**src/rtl/stack_ctrl.sv**
```systemverilog
// stack_ctrl - hardware stack controller for the 8-bit pipelined processor.
// Owns the stack pointer (architectural R3) and sequences multi-entry PUSH/POP
// bursts to data memory, one entry per cycle, with overflow/underflow
// detection against the window [SP_MIN, SP_INIT].
//
// Ports:
//   clk, rst          clock (rising edge), asynchronous active-low reset
//   op_valid/op_ready request handshake; op_ready is high only in IDLE
//   op_push, op_count operation kind (1 = push) and entry count 0..MAXBURST
//   push_data         entries to push, entry k at [k*DW +: DW], entry 0 first
//   pop_data          popped entries, entry 0 = old top; valid while done=1
//   mem_*             memory port; mem_rdata is valid in the same cycle as mem_re
//   sp                current stack pointer
//   sp_wr_en/data     architectural write-back to R3
//   done              one-cycle completion pulse
//   fault_ovf/unf     pulse with done on a rejected push/pop
//
// state | meaning
// IDLE  | waiting for an operation or an R3 write-back
// PUSH  | writing one entry per cycle at sp, sp post-decrements
// POP   | reading one entry per cycle at sp+1, sp pre-increments
// DONE  | completion pulse; pending R3 write-back lands on exit
module stack_ctrl #(
  parameter int AW = 8,
  parameter int DW = 8,
  parameter logic [AW-1:0] SP_INIT = 8'hFF,
  parameter logic [AW-1:0] SP_MIN  = 8'hC0,
  parameter int MAXBURST = 4,
  parameter int CW = $clog2(MAXBURST + 1)
) (
  input  logic                   clk,
  input  logic                   rst,
  input  logic                   op_valid,
  output logic                   op_ready,
  input  logic                   op_push,
  input  logic [CW-1:0]          op_count,
  input  logic [MAXBURST*DW-1:0] push_data,
  output logic [MAXBURST*DW-1:0] pop_data,
  output logic [AW-1:0]          mem_addr,
  output logic                   mem_we,
  output logic                   mem_re,
  output logic [DW-1:0]          mem_wdata,
  input  logic [DW-1:0]          mem_rdata,
  output logic [AW-1:0]          sp,
  input  logic                   sp_wr_en,
  input  logic [AW-1:0]          sp_wr_data,
  output logic                   done,
  output logic                   fault_ovf,
  output logic                   fault_unf
);

  typedef enum logic [1:0] {
    S_IDLE = 2'd0,
    S_PUSH = 2'd1,
    S_POP  = 2'd2,
    S_DONE = 2'd3
  } state_t;

  state_t                state, state_nxt;
  logic [AW-1:0]         sp_q;
  logic [CW-1:0]         remain;
  logic [CW-1:0]         idx;
  logic [MAXBURST*DW-1:0] push_buf;
  logic [MAXBURST*DW-1:0] pop_buf;
  logic                  ovf_q, unf_q;
  logic                  pend_vld;
  logic [AW-1:0]         pend_data;
  logic                  accept;
  logic                  push_ok, pop_ok;
  logic [AW:0]           sp_ext;

  assign sp       = sp_q;
  assign pop_data = pop_buf;
  assign sp_ext   = {1'b0, sp_q};

  // Push check is sp - n + 1 >= SP_MIN, rearranged so nothing goes negative
  // when sp has been written below the window by software.
  assign push_ok = (sp_ext + (AW+1)'(1)) >= ({1'b0, SP_MIN} + (AW+1)'(op_count));
  assign pop_ok  = (sp_ext + (AW+1)'(op_count)) <= {1'b0, SP_INIT};

  always_ff @(posedge clk or negedge rst) begin
    if (!rst) state <= S_IDLE;
    else      state <= state_nxt;
  end

  always_comb begin
    state_nxt = state;
    op_ready  = 1'b0;
    accept    = 1'b0;
    mem_we    = 1'b0;
    mem_re    = 1'b0;
    mem_addr  = '0;
    mem_wdata = '0;
    done      = 1'b0;
    fault_ovf = 1'b0;
    fault_unf = 1'b0;
    case (state)
      S_IDLE: begin
        // an R3 write-back owns the cycle, so no operation is accepted
        op_ready = !sp_wr_en;
        accept   = op_valid && !sp_wr_en;
        if (accept) begin
          if (op_count == '0)  state_nxt = S_DONE;
          else if (op_push)    state_nxt = push_ok ? S_PUSH : S_DONE;
          else                 state_nxt = pop_ok  ? S_POP  : S_DONE;
        end
      end
      S_PUSH: begin
        mem_we    = 1'b1;
        mem_addr  = sp_q;
        mem_wdata = push_buf[idx*DW +: DW];
        if (remain == CW'(1)) state_nxt = S_DONE;
      end
      S_POP: begin
        mem_re   = 1'b1;
        mem_addr = sp_q + AW'(1);
        if (remain == CW'(1)) state_nxt = S_DONE;
      end
      S_DONE: begin
        done      = 1'b1;
        fault_ovf = ovf_q;
        fault_unf = unf_q;
        state_nxt = S_IDLE;
      end
      default: state_nxt = S_IDLE;
    endcase
  end

  always_ff @(posedge clk or negedge rst) begin
    if (!rst) begin
      sp_q      <= SP_INIT;
      remain    <= '0;
      idx       <= '0;
      push_buf  <= '0;
      pop_buf   <= '0;
      ovf_q     <= 1'b0;
      unf_q     <= 1'b0;
      pend_vld  <= 1'b0;
      pend_data <= '0;
    end else begin
      case (state)
        S_IDLE: begin
          if (sp_wr_en) begin
            sp_q <= sp_wr_data;
          end else if (op_valid) begin
            push_buf <= push_data;
            remain   <= op_count;
            idx      <= '0;
            ovf_q    <= (op_count != '0) &&  op_push && !push_ok;
            unf_q    <= (op_count != '0) && !op_push && !pop_ok;
          end
        end
        S_PUSH, S_POP: begin
          if (state == S_PUSH) begin
            sp_q <= sp_q - AW'(1);
          end else begin
            pop_buf[idx*DW +: DW] <= mem_rdata;
            sp_q <= sp_q + AW'(1);
          end
          remain <= remain - CW'(1);
          idx    <= idx + CW'(1);
          if (sp_wr_en) begin
            pend_vld  <= 1'b1;
            pend_data <= sp_wr_data;
          end
        end
        S_DONE: begin
          ovf_q    <= 1'b0;
          unf_q    <= 1'b0;
          pend_vld <= 1'b0;
          // a write-back arriving in DONE is the newest one, so it wins
          if (sp_wr_en)      sp_q <= sp_wr_data;
          else if (pend_vld) sp_q <= pend_data;
        end
        default: ;
      endcase
    end
  end

endmodule

```
**config.mk**
```make
export PLATFORM = sky130hd
export DESIGN_NAME = stack_ctrl
export DESIGN_NICKNAME = d
export VERILOG_FILES = /design/src/rtl/stack_ctrl.sv
export SDC_FILE = /design/constraint.sdc
export NUM_CORES = 1
export LEC_CHECK = 0
export ABC_CLOCK_PERIOD_IN_PS = 2700
export CAP_MARGIN = 0
export CORE_MARGIN = 5
export CORE_UTILIZATION = 45
export DETAILED_ROUTE_END_ITERATION = 12
export PLACE_DENSITY = 0.76
export SLEW_MARGIN = 25
export SYNTH_ARGS = -nofsm -noshare
export SYNTH_HDL_FRONTEND = slang
export SYNTH_SLANG_ARGS = --single-unit
```
**constraint.sdc**
```tcl
create_clock -name clk -period 2.7 [get_ports clk]
set_clock_uncertainty 0.2 [all_clocks]
set_input_delay 0.405 -clock clk [delete_from_list [all_inputs] [get_ports clk]]
set_output_delay 0.405 -clock clk [all_outputs]
set_load 0.02 [all_outputs]
```
======== Word level (Yosys, flattened, before mapping) ========
Cells that the tools add are included.
cells by class
  add/sub/neg operators ................... 8
  $lt $le $gt $ge ......................... 2
  equality and inequality tests ........... 11
  shifts and indexed selects .............. 3
  mux-type cells .......................... 35
  bitwise operators ....................... 2
  reductions and logical operators ........ 24
operators with widths
  cell                                                                               count
  8-bit two-way mux                                                                  5
  6-bit negation with 34-bit output                                                  1
  8-bit by 34-bit variable shift with 32-bit output (first input constant)           1
  8-bit by 34-bit indexed part select with 32-bit output                             1
  32-bit bitwise mux                                                                 1
  32-bit by 7-bit indexed part select with 8-bit output                              1
  8-bit case mux with 3 select lines                                                 1
  8-bit case mux with 2 select lines                                                 1
  1-bit two-way mux                                                                  12
  3-bit two-way mux                                                                  4
  3-bit case mux with 2 select lines                                                 2
  2-bit two-way mux                                                                  5
  2-bit AND reduction                                                                5
  8-bit by 1-bit adder with 9-bit output (second input constant)                     1
  8-bit by 3-bit adder with 9-bit output                                             1
  8-bit by 3-bit adder with 9-bit output (first input constant)                      1
  9-bit greater-or-equal comparator                                                  1
  9-bit by 8-bit less-or-equal comparator with 1-bit output (second input constant)  1
  3-bit AND reduction                                                                3
  8-bit by 1-bit adder with 8-bit output (second input constant)                     1
  2-bit != test (second input constant)                                              4
  8-bit by 1-bit subtractor with 8-bit output (second input constant)                1
  1-bit case mux with 2 select lines                                                 3
  2-bit case mux with 3 select lines                                                 1
  15 further kinds                                                                   27
storage, ports and cells
  register bits ........................... 91
  input bits .............................. 56

======== Depth between registers and ports, before layout ========
  depth in word-level cells ............... 7
  gate-level depth with buffers ........... 8
  gate-level depth less buffers ........... 7

======== Worst setup path after synthesis ========
Ideal clock, no wire load.
  path type ............................... register -> output
  from .................................... register state[1]
  to ...................................... output port mem_addr[5]
  arrival ................................. 2073 ps
  setup slack ............................. 22 ps
  cell stages (with the launch flop) ...... 8
  buffers on the path ..................... 3
  path through ............................ dfrtp_1 inv_1 ha_1 buf_2 buf_1 clkbuf_1 nand2_1 a21boi_0
between the ends
  longest elaborated chain between the ends .. 2
RTL lines
  element                                                                                       line  text
  start: declaration                                                                            59    state_t state, state_nxt;
  start signal: assignment                                                                      83    else state <= state_nxt;
  2-bit equality test / 2-bit by 1-bit equality test with 1-bit output (equally long branches)  97    case (state)
  8-bit case mux with 2 select lines *                                                          97
  end: declaration                                                                              39    output logic [AW-1:0] mem_addr,
Mark *: on every way between the ends. The rest lies on a longest branch, timed or not.

======== Worst setup path after layout ========
  from .................................... register state[0]
  to ...................................... output port fault_unf
between the ends
  longest elaborated chain between the ends .. 2
RTL lines
  element              line  text
  2-bit equality test  97
  1-bit two-way mux    97
  end: declaration     49    output logic fault_unf
Every way passes these cells.

==> impl_results.md <==
- Result of the run: finished clean
- Critical path endpoint category: output port
- Hold Crit Class: flop to flop
- Final setup fails: 0
- Share of layout cells above drive strength 1: 21.66%
- Antenna violations before repair: 0
- Post-detailed-routing wire length: 13.22 mm
- Clock insertion delay at the later pin of the skew report: 350 ps
- Floorplan die height: 115.4 µm
- Via count of the first global-routing pass: 4228
- Category of the worst setup path launch point: flop
- Endpoint arrival time on the critical path: 1960 ps
- Worst ir drop on vdd: 427.7 µV
- Post-synthesis net count: 535
- Count of TritonRoute iterations in the first routing pass: 4
- Horizontal die dimension: 115.4 µm
- Via-to-Cell Ratio: 5.576
- Worst Hold Margin: 291.6 ps
- Row Count: 38
- Gr ovfl total: 0
- Path depth of the worst reg2reg path: 7
- Final-report hold violation count: 0
- Count of yosys warnings during synthesis: 0
- Syn Std Cell Area: 0.005004 mm²
- Number of synthesized flops with an enable pin: 0
- CP required: 2100 ps
- Post-Synthesis Mean Instance Area: 10.88 µm²
- CTS tree: yes
- DR WL/cell: 18.09 µm
- Count of non-filler cells in the finished layout: 731
- Number of post-CTS setup repair buffers: 0
- Post-route fraction of the period consumed by the critical path: 95.06%
- Number of maximum-capacitance constraint violations: 0
- Asr flop ratio synth: 100.0%
- Worst Setup Path Type: flop to output port
- First-pass GRT wire length: 22.09 mm
- Via Count: 4076
- Slew at the pin with the worst max-slew slack: 549.8 ps
- Top flip-flop cell by instance count after synthesis: sky130_fd_sc_hd__dfrtp_1
- Slew Limit Headroom: 63.24%
- Number of flip-flops and latches in the synthesized netlist: 91
- Clock buffer count from CTS: 9
- Final Critical Period: 2567 ps
- Input/output buffers: 117
- End of the worst register-to-register path: pop_data[5]
- Number of buffers on the longest clock path: 2
- Clock Sinks: 91
- Initial standard-cell utilization of the core: 45.95%
- Pleak: 2.868 nW
- Clock Root Buffer: sky130_fd_sc_hd__clkbuf_8
- Worst setup slack for register-to-register paths: 220 ps
- Ports placed on the boundary: 118
- Antenna diode count: 0
- Clock-pin slew on the worst setup and hold paths: 90 ps
- Number of H-tree branching levels: 3
- Sequential fraction of the synthesis area: 45.71%
- Standard cell core area: 0.01089 mm²
- Hold Path Sink: pop_data[26]
- Cell total after placement: 716
- Worst Hold Depth: 2
- Beginning of the worst hold path: pop_data[26]
- Post-route DRC: 0
- Number of design-rule violations left by the first detailed-router iteration: 262
- Global Route Usage Sum: 20.93%
- Die Footprint: 0.01333 mm²
- Number of standard cells after synthesis: 460
- HPWL after detailed placement: 9.890 mm
- Max Slew Vio Count: 0
- Net count of the finished layout: 663
- Routability-driven placement congestion ratio: 0.8973
- Largest net degree at the start of global routing: 38
- Count of nets left with antenna violations after detail routing: 0
- Critical path fanouts, max: 12
- Worst reg2reg path startpoint: idx[0]
- Count of unique library cells instantiated by Yosys: 64
- Highest attainable clock frequency: 389.6 MHz
- Growth of design area from synthesis to finish: 32.91%
- Power per cell area: 1167 mW/mm²
-- report_power, final --
group / switching [mW] / total (mW) / internal [mW] / leakage, nW
registers: 0.434 / 2.47 / 2.04 / 1.09
logic: 2.29 / 4.40 / 2.10 / 1.68
clock network: 0.469 / 0.891 / 0.422 / 0.0926
total: 3.20 / 7.76 / 4.56 / 2.87
-- what timing repair did --
action,in CTS,in global routing
gates resized for setup,23,22
endpoints found under the setup margin,17,19
hold buffers,1,0
hold endpoints to repair,33,0
pin swaps,0,1
-- sequential cells by signal, summed over array words and instances (netlist names) --
register   cells
state          2
push_buf      32
pop_data      32
pend_data      8
unf_q          1
sp             8
idx            3
pend_vld       1
remain         3
ovf_q          1
-- per-stage QoR --
stage                     setup TNS [ps]  setup WS (ps)  total power, mW  util [%]  instance area [µm²]
after floorplan                        0          22.49            5.215         -                 5004
after global placement                 0          98.54            6.736     59.17                 6442
after detailed placement               0          39.67            6.887     59.17                 6442
after CTS                         -142.4         -142.4            7.766     60.96                 6638
after global routing              -31.42         -18.21            8.313     61.08                 6650
final                                  0          133.4            7.760     61.08                 6650
-- metal layers --
layer | vias up | share of wire [%] | global-route usage, %
li1 | 1936 | - | -
met1 | 1985 | 45 | 28.73
met2 | 136 | 47 | 33.18
met3 | 19 | 6.6 | 4.386
met4 | 0 | 1.8 | 7.277
met5 | - | 0 | 0
-- cells in the mapped netlist, types with 3 or more instances --
cell type / number / area [µm²]
sky130_fd_sc_hd__a21boi_0: 3 / 22.52
sky130_fd_sc_hd__a21oi_1: 8 / 40.04
sky130_fd_sc_hd__a22o_1: 10 / 87.58
sky130_fd_sc_hd__a22oi_1: 7 / 52.55
sky130_fd_sc_hd__and2_1: 5 / 31.28
sky130_fd_sc_hd__and3_1: 9 / 56.30
sky130_fd_sc_hd__buf_1: 4 / 15.01
sky130_fd_sc_hd__buf_2: 10 / 50.05
sky130_fd_sc_hd__clkbuf_1: 11 / 41.29
sky130_fd_sc_hd__dfrtp_1: 83 / 2077
sky130_fd_sc_hd__dfstp_2: 8 / 210.2
sky130_fd_sc_hd__ha_1: 18 / 225.2
sky130_fd_sc_hd__inv_1: 17 / 63.81
sky130_fd_sc_hd__mux2_2: 51 / 574.3
sky130_fd_sc_hd__mux2i_1: 7 / 70.07
sky130_fd_sc_hd__mux4_2: 8 / 180.2
sky130_fd_sc_hd__nand2_1: 46 / 172.7
sky130_fd_sc_hd__nand2b_1: 10 / 62.56
sky130_fd_sc_hd__nand3_1: 11 / 55.05
sky130_fd_sc_hd__nand4_1: 4 / 25.02
sky130_fd_sc_hd__nor2_1: 13 / 48.80
sky130_fd_sc_hd__nor2b_1: 9 / 56.30
sky130_fd_sc_hd__nor3_1: 9 / 45.04
sky130_fd_sc_hd__o211ai_1: 5 / 37.54
sky130_fd_sc_hd__o21ai_0: 34 / 170.2
sky130_fd_sc_hd__o22ai_1: 3 / 18.77
sky130_fd_sc_hd__o2bb2ai_1: 4 / 35.03
sky130_fd_sc_hd__or3_1: 4 / 25.02
sky130_fd_sc_hd__xnor2_1: 5 / 43.79
-- worst max-delay path by stage --
| stage | end | start | cells past startpoint |
|---|---|---|---|
| after floorplan | mem_addr[5] | state[1] | 7 |
| after global placement | mem_wdata[7] | state[1] | 5 |
| after detailed placement | mem_wdata[7] | state[1] | 5 |
| after CTS | mem_wdata[7] | idx[0] | 4 |
| after global routing | mem_addr[5] | sp[0] | 6 |
| final | fault_unf | state[0] | 3 |
-- layout make-up --
cell class | instances | area [µm²]
Timing Repair Buffer | 144 | 1375
Fill cell | 891 | 4238
Clock inverter | 4 | 52.55
Sequential cell | 91 | 2288
Clock buffer | 10 | 127.6
Tap cell | 140 | 175.2
Inverter | 17 | 63.81
Multi-Input combinational cell | 325 | 2567
-- placed cells by master (no fill, tap or decap), types with 3 or more instances in the layout --
cell	synthesis	layout
sky130_fd_sc_hd__clkdlybuf4s50_1	0	98
sky130_fd_sc_hd__dfrtp_1	83	82
sky130_fd_sc_hd__mux2_2	51	51
sky130_fd_sc_hd__nand2_1	46	46
sky130_fd_sc_hd__o21ai_0	34	34
sky130_fd_sc_hd__buf_4	1	24
sky130_fd_sc_hd__inv_1	17	17
sky130_fd_sc_hd__ha_1	18	14
sky130_fd_sc_hd__nor2_1	13	13
sky130_fd_sc_hd__nand3_1	11	10
sky130_fd_sc_hd__nand2b_1	10	10
sky130_fd_sc_hd__a22o_1	10	10
sky130_fd_sc_hd__and3_1	9	9
sky130_fd_sc_hd__nor2b_1	9	9
sky130_fd_sc_hd__clkbuf_8	0	9
sky130_fd_sc_hd__dlygate4sd2_1	0	9
sky130_fd_sc_hd__mux4_2	8	8
sky130_fd_sc_hd__a21oi_1	8	8
sky130_fd_sc_hd__nor3_1	9	8
sky130_fd_sc_hd__dfstp_2	8	8
sky130_fd_sc_hd__mux2i_1	7	7
sky130_fd_sc_hd__a22oi_1	7	6
sky130_fd_sc_hd__xnor2_1	5	5
sky130_fd_sc_hd__and2_1	5	5
sky130_fd_sc_hd__o211ai_1	5	5
sky130_fd_sc_hd__clkbuf_2	0	5
sky130_fd_sc_hd__nand4_1	4	4
sky130_fd_sc_hd__or3_1	4	4
sky130_fd_sc_hd__o2bb2ai_1	4	4
sky130_fd_sc_hd__o22ai_1	3	3
sky130_fd_sc_hd__ha_2	0	3
sky130_fd_sc_hd__dlymetal6s2s_1	0	3
-- logic make-up after synthesis --
kind of cell	after synthesis	synth area share, %
AO/OA/AOI/OAI	99	13.68
multiplexers	66	16.48
AND/OR/NAND/NOR	135	14.40
flip-flops	91	45.71
buffers and inverters	44	3.776
adder cells (fa/ha/maj)	19	4.901
XOR/XNOR	6	1.050
-- critical path: stages, from the launching register on --
cell	delay (ps)
sky130_fd_sc_hd__dfrtp_1	440
sky130_fd_sc_hd__ha_2	360
sky130_fd_sc_hd__and2_1	170
sky130_fd_sc_hd__clkdlybuf4s50_1	630
Power figures use the tool's default switching activity.
